File: config.mk
export PLATFORM = sky130hd
export DESIGN_NAME = if_stage
export DESIGN_NICKNAME = d
export VERILOG_FILES = /design/src/rtl/if_pkg.sv /design/src/rtl/if_skid_buf.sv /design/src/rtl/if_stage_chk.sv /design/src/rtl/if_stage.sv
export SDC_FILE = /design/constraint.sdc
export NUM_CORES = 1
export LEC_CHECK = 0
export ABC_AREA = 1
export CAP_MARGIN = 15
export CORE_ASPECT_RATIO = 1.4
export CORE_UTILIZATION = 40
export CTS_CLUSTER_DIAMETER = 120
export CTS_CLUSTER_SIZE = 12
export DETAILED_ROUTE_END_ITERATION = 8
export DONT_BUFFER_PORTS = 1
export GPL_TIMING_DRIVEN = 0
export PLACE_DENSITY_LB_ADDON = 0.15
export SYNTH_ARGS = -nofsm -noshare
export SYNTH_HDL_FRONTEND = slang
export SYNTH_SLANG_ARGS = --single-unit
File: constraint.sdc
create_clock -name clk -period 3 [get_ports clk]
set_input_delay 0.45 -clock clk [delete_from_list [all_inputs] [get_ports clk]]
set_output_delay 0.45 -clock clk [all_outputs]
set_load 0.005 [all_outputs]
File: src/rtl/if_pkg.sv
// Shared definitions for the instruction-fetch stage: HALT opcode, default
// address width and the fetch FSM state type.
package if_pkg;

  localparam int unsigned PC_W_DEF = 16;

  localparam int unsigned OPC_MSB  = 31;
  localparam int unsigned OPC_LSB  = 25;
  localparam logic [6:0]  OPC_HALT = 7'b1101000;

  typedef enum logic [0:0] {
    RUN    = 1'b0,
    HALTED = 1'b1
  } fetch_state_t;

  function automatic logic is_halt(input logic [31:0] word);
    return (word[OPC_MSB:OPC_LSB] == OPC_HALT);
  endfunction

endpackage

File: src/rtl/if_skid_buf.sv
// One-entry {instr, pc} holding register that absorbs the memory response
// arriving while the decoder is stalled.
module if_skid_buf
  import if_pkg::*;
#(
  parameter int unsigned PC_W = PC_W_DEF
) (
  input  logic            clk,
  input  logic            rst_n,
  input  logic            clear,
  input  logic            load,
  input  logic            drain,
  input  logic [31:0]     load_instr,
  input  logic [PC_W-1:0] load_pc,
  output logic            valid,
  output logic [31:0]     instr,
  output logic [PC_W-1:0] pc
);

  logic            valid_q, valid_d;
  logic [31:0]     instr_q, instr_d;
  logic [PC_W-1:0] pc_q, pc_d;

  // Next entry; load wins over drain so a same-cycle drain-and-refill keeps it full.
  always_comb begin
    valid_d = valid_q;
    instr_d = instr_q;
    pc_d    = pc_q;
    if (clear) begin
      valid_d = 1'b0;
    end else if (load) begin
      valid_d = 1'b1;
      instr_d = load_instr;
      pc_d    = load_pc;
    end else if (drain) begin
      valid_d = 1'b0;
    end else begin
      valid_d = valid_q;
    end
  end

  // Entry register.
  always_ff @(posedge clk or negedge rst_n) begin
    if (!rst_n) begin
      valid_q <= 1'b0;
      instr_q <= 32'h0000_0000;
      pc_q    <= {PC_W{1'b0}};
    end else begin
      valid_q <= valid_d;
      instr_q <= instr_d;
      pc_q    <= pc_d;
    end
  end

  assign valid = valid_q;
  assign instr = instr_q;
  assign pc    = pc_q;

endmodule

File: src/rtl/if_stage_chk.sv
// Invariant checker for if_stage: the out register plus skid must always have
// room for a live memory response.
module if_stage_chk (
  input logic clk,
  input logic rst_n,
  input logic instr_valid,
  input logic skid_valid,
  input logic resp,
  input logic consume
);

  a_no_overflow: assert property (@(posedge clk) disable iff (!rst_n)
    !(resp && instr_valid && skid_valid && !consume));

  a_skid_behind_out: assert property (@(posedge clk) disable iff (!rst_n)
    skid_valid |-> instr_valid);

endmodule

File: src/rtl/if_stage.sv
// Instruction-fetch stage: PC, synchronous imem reads, IF/ID register with skid
// and branch redirect. Define IF_HALT_DETECT_EN to stop fetching after a HALT.
module if_stage
  import if_pkg::*;
#(
  parameter int unsigned      PC_W     = PC_W_DEF,
  parameter logic [PC_W-1:0]  RESET_PC = {PC_W{1'b0}}
) (
  input  logic            clk,
  input  logic            rst_n,
  output logic            imem_rd_en,
  output logic [PC_W-1:0] imem_addr,
  input  logic [31:0]     imem_rdata,
  output logic [31:0]     instr_out,
  output logic [PC_W-1:0] pc_out,
  output logic            instr_valid,
  input  logic            id_ready,
  input  logic            br_taken,
  input  logic [PC_W-1:0] br_target,
  output logic            halted
);

  logic [PC_W-1:0] pc_q, pc_d;
  logic            inflight_q, inflight_d;
  logic [PC_W-1:0] inflight_pc_q, inflight_pc_d;
  logic            instr_valid_q, instr_valid_d;
  logic [31:0]     instr_q, instr_d;
  logic [PC_W-1:0] pc_out_q, pc_out_d;

  logic            run_s;
  logic            br_s;
  logic            issue_s;
  logic            consume_s;
  logic            resp_s;
  logic            skid_valid_s;
  logic [31:0]     skid_instr_s;
  logic [PC_W-1:0] skid_pc_s;
  logic            skid_load_s;
  logic            skid_drain_s;

`ifdef IF_HALT_DETECT_EN
  fetch_state_t state_q, state_d;

  // HALT is recognised on a captured response and is permanent until reset.
  always_comb begin
    state_d = state_q;
    case (state_q)
      RUN: begin
        if (resp_s && is_halt(imem_rdata)) begin
          state_d = HALTED;
        end else begin
          state_d = RUN;
        end
      end
      HALTED:  state_d = HALTED;
      default: state_d = RUN;
    endcase
  end

  // Fetch state register.
  always_ff @(posedge clk or negedge rst_n) begin
    if (!rst_n) begin
      state_q <= RUN;
    end else begin
      state_q <= state_d;
    end
  end

  assign run_s  = (state_q == RUN);
  assign halted = (state_q == HALTED);
`else
  assign run_s  = 1'b1;
  assign halted = 1'b0;
`endif

  assign br_s      = br_taken & run_s;
  assign consume_s = instr_valid_q & id_ready;
  assign resp_s    = inflight_q & run_s & ~br_s;
  assign issue_s   = run_s & ~br_taken & ~skid_valid_s
                   & ~(inflight_q & instr_valid_q & ~id_ready);

  // Reset gating keeps the strobe low while rst_n is held.
  assign imem_rd_en = issue_s & rst_n;
  assign imem_addr  = pc_q;

  // PC and in-flight tracking.
  always_comb begin
    pc_d          = pc_q;
    inflight_d    = issue_s;
    inflight_pc_d = inflight_pc_q;
    if (br_s) begin
      pc_d = br_target;
    end else if (issue_s) begin
      pc_d          = pc_q + {{(PC_W-1){1'b0}}, 1'b1};
      inflight_pc_d = pc_q;
    end else begin
      pc_d = pc_q;
    end
  end

  // Out register / skid steering; the skid drains ahead of a new response.
  always_comb begin
    instr_valid_d = instr_valid_q;
    instr_d       = instr_q;
    pc_out_d      = pc_out_q;
    skid_load_s   = 1'b0;
    skid_drain_s  = 1'b0;
    if (br_s) begin
      instr_valid_d = 1'b0;
    end else begin
      case ({consume_s, skid_valid_s, resp_s})
        3'b110, 3'b111: begin
          instr_valid_d = 1'b1;
          instr_d       = skid_instr_s;
          pc_out_d      = skid_pc_s;
          skid_drain_s  = 1'b1;
          skid_load_s   = resp_s;
        end
        3'b101: begin
          instr_valid_d = 1'b1;
          instr_d       = imem_rdata;
          pc_out_d      = inflight_pc_q;
        end
        3'b100: begin
          instr_valid_d = 1'b0;
        end
        3'b001, 3'b011: begin
          if (instr_valid_q) begin
            skid_load_s = 1'b1;
          end else begin
            instr_valid_d = 1'b1;
            instr_d       = imem_rdata;
            pc_out_d      = inflight_pc_q;
          end
        end
        default: begin
          instr_valid_d = instr_valid_q;
        end
      endcase
    end
  end

  // Pipeline registers.
  always_ff @(posedge clk or negedge rst_n) begin
    if (!rst_n) begin
      pc_q          <= RESET_PC;
      inflight_q    <= 1'b0;
      inflight_pc_q <= {PC_W{1'b0}};
      instr_valid_q <= 1'b0;
      instr_q       <= 32'h0000_0000;
      pc_out_q      <= {PC_W{1'b0}};
    end else begin
      pc_q          <= pc_d;
      inflight_q    <= inflight_d;
      inflight_pc_q <= inflight_pc_d;
      instr_valid_q <= instr_valid_d;
      instr_q       <= instr_d;
      pc_out_q      <= pc_out_d;
    end
  end

  if_skid_buf #(.PC_W(PC_W)) u_skid (
    .clk        (clk),
    .rst_n      (rst_n),
    .clear      (br_s),
    .load       (skid_load_s),
    .drain      (skid_drain_s),
    .load_instr (imem_rdata),
    .load_pc    (inflight_pc_q),
    .valid      (skid_valid_s),
    .instr      (skid_instr_s),
    .pc         (skid_pc_s)
  );

  if_stage_chk u_chk (
    .clk         (clk),
    .rst_n       (rst_n),
    .instr_valid (instr_valid_q),
    .skid_valid  (skid_valid_s),
    .resp        (resp_s),
    .consume     (consume_s)
  );

  assign instr_out   = instr_q;
  assign pc_out      = pc_out_q;
  assign instr_valid = instr_valid_q;

endmodule

==> flow_metrics.py <==
metrics = {
    "run_status": {
        "status": "finished, violations left",
        "violations": "hold timing",
    },
    "global_route": {
        "grt_antenna_before_repair": 0,
        "grt_max_degree": 133,
        "grt_pass1_wl_um": 24050,
        "grt-ovfl-total": 0,
        "grt.total_usage": 0.1965,
        "grt_pass1_vias": 4796,
    },
    "yosys": {
        "yosysWarnings": 0,
        "yosys.area_share.xor_xnor": 0.004391,
        "synthesis.nets": 813,
        "synth_top_family_by_area": "simple AND/OR/NAND/NOR gates",
        "ys_ff_latch": 131,
        "synthCells": 760,
        "yosys.area_share.simple": 0.2476,
        "synthMuxAreaShare": 0,
        "synth_cell_types": 27,
        "yosysSeqAreaShare": 0.5479,
        "synth_compound_area_frac": 0.1100,
        "syn_area_per_cell_sq_um": 7.873,
        "syn-cell-area_sq_mm": 0.005983,
        "synth_fa_ha_area_frac": 0.002091,
    },
    "pwr": {
        "p_per_area_mw_per_mm2": 828.0,
        "irDropWorstVdd_mv": 0.3279,
        "leakagePower_nw": 3.591,
    },
    "place": {
        "port_buffers": 0,
        "dp_hpwl_um": 10100,
        "pre_cts_ws_ps": 1287,
        "gp_congestion": 0.8895,
        "place_area_sq_mm": 0.006220,
    },
    "clock_tree": {
        "cts_tree": "built",
        "post_cts_buffers": 0,
        "cts.htree.levels": 4,
        "numCtsBuffers": 17,
        "clk_path_buf_depth": 2,
        "clk_pin_slew_worst_paths_ps": 60,
        "clock-sinks": 131,
        "postCtsResizedCells": 0,
        "cts-root-buf": "clkbuf_16",
        "clk_latency_ps": 410,
    },
    "critical_path": {
        "path_class": "reg -> out",
        "cp_max_fo": 10,
        "critPathLaunchType": "register",
        "cp.arrival_ps": 1470,
        "critPathCaptureType": "primary output",
        "worstPathRequired_ps": 2550,
    },
    "flow_run": {
        "cap_violations": 0,
    },
    "floorplan": {
        "die_area_sq_mm": 0.01546,
        "core_area_sq_mm": 0.01451,
        "num_io_pins": 119,
        "start_util": 0.4124,
        "fp.dieH_um": 146.7,
        "dieWidth_um": 105.4,
        "rows": 52,
    },
    "sta": {
        "worst_slew_pin_slew_ps": 568.1,
        "layout_setup_ws_ps": 1076,
        "slew_viol_final": 0,
        "whs_ps": -261.2,
        "period_needed_ps": 1924,
        "fin_crit_sh": 0.6412,
        "rsz0062_at_grt": "false",
        "fin_setup_tns_ps": 0,
        "max-slew-margin-rel": 0.6199,
        "fin_skew_ps": 9.412,
        "setup_viol": 0,
        "hold_viol_final": 131,
        "timing.fmax_ghz": 0.5199,
    },
    "finish": {
        "area_growth_pct": 15.14,
        "antenna_cells": 0,
        "fin_util": 0.4748,
        "drive_above_1_share": 0.07955,
        "final_nets": 832,
        "fin_area_sq_mm": 0.006889,
        "nFillCells": 1445,
    },
    "worst_hold_path": {
        "hold_path_class": "in -> async",
    },
    "drt": {
        "vias_per_cell": 4.941,
        "drtIter0Drc": 278,
        "post-route-drc-count": 0,
        "routed_wl_um": 14190,
        "ant_nets": 0,
        "via_count": 4847,
        "wire_per_inst_um": 14.47,
        "dr.pass1.iters": 5,
    },
}
==> final cells by class <==
cell class | instances | area (sq um) | area share
Sequential cell | 131 | 3278 | 0.4758
Inverter | 82 | 307.8 | 0.04468
Clock inverter | 12 | 202.7 | 0.02942
Multi-Input combinational cell | 508 | 2182 | 0.3167
Tap cell | 189 | 236.5 | 0.03433
Clock buffer | 20 | 466.7 | 0.06774
Buffer | 39 | 215.2 | 0.03124
==> cells in the mapped netlist (all sizes together) <==
cell type  instances  area, sq um
o21ai            116        580.6
clkbuf            17        63.81
xnor2              1        8.760
nor2              22        85.09
a31oi              1        6.260
ha                 1        12.51
nand4              4        25.02
dfrtp            131         3278
nand3             38        195.2
a21oi              5        28.78
conb               1        3.750
nand2            312         1176
inv               82        307.8
a22oi              1        7.510
o211ai             4        35.03
buf               22        151.4
xor2               2        17.52
==> path summary, 6_finish.rpt <==
check / startpoint / endpoint / slack (ps) / cells past startpoint
worst min register to register: inflight_pc_q[7] / inflight_pc_q[7] / 480 / 2
worst min-delay path: rst_n / instr_out[18] / -260 / 0
worst max-delay path: instr_valid / imem_rd_en / 1080 / 4
worst max register to register: imem_addr[1] / imem_addr[14] / 1290 / 7
max in group asynchronous: rst_n / pc_out[13] / 3080 / 0
min in group clk: br_target[6] / imem_addr[6] / 180 / 2
==> through the flow <==
step	total power, mW	instances
3_5_place_dp	3.424	949
6_report	5.704	981
4_1_cts	5.772	981
3_3_place_gp	3.378	949
2_1_floorplan	3.166	760
5_1_grt	6.058	981
==> where the power goes <==
group / switching [mW] / total [mW] / internal [mW]
clock: 0.771 / 2.31 / 1.54
sequential: 0.350 / 2.58 / 2.23
combinational: 0.475 / 0.810 / 0.334
total: 1.60 / 5.70 / 4.11
==> sequential cells by signal, indices dropped and copies added, names as in the netlist, 16 cells and up <==
name,cells
imem_addr,16
inflight_pc_q,16
instr_out,32
pc_out,16
u_skid.instr,32
u_skid.pc,16
==> worst max-delay path, stage by stage (launching register included) <==
cell     delay (ps)
dfrtp_1         470
nand3_1         120
nand2_2         140
buf_2           250
nor2_1           80
==> cells by family after synthesis <==
family                     count (synthesis)
and+or+nand+nor                          376
buffers and inverters                    121
AOI/OAI and AO/OA                        127
DFF                                      131
adders and majority gates                  1
xor gates and xnor gates                   3
other                                      1
==> metal layers <==
metal	track usage	up-vias	wire [um]
met5	0	-	0
met2	0.3286	123	6971
met3	0.05413	18	848
met1	0.2420	2296	6155
li1	-	2410	-
met4	0.07183	0	216
==> cell usage in the layout, fill, tap and decap left out, types with 2 or more instances in the layout <==
| cell | n |
|---|---|
| nand2_1 | 310 |
| nor2_1 | 21 |
| bufinv_16 | 5 |
| nand2_2 | 2 |
| dfrtp_1 | 131 |
| a21oi_1 | 4 |
| nand3_1 | 37 |
| o211ai_1 | 3 |
| clkbuf_8 | 3 |
| buf_6 | 2 |
| o21ai_0 | 90 |
| clkbuf_1 | 17 |
| xor2_1 | 2 |
| nand4_1 | 4 |
| buf_4 | 12 |
| clkbuf_16 | 17 |
| inv_2 | 4 |
| o21ai_1 | 26 |
| inv_1 | 78 |
| buf_2 | 7 |
| clkinv_4 | 4 |
| clkinv_2 | 2 |
(Power assumes the default switching activity.)
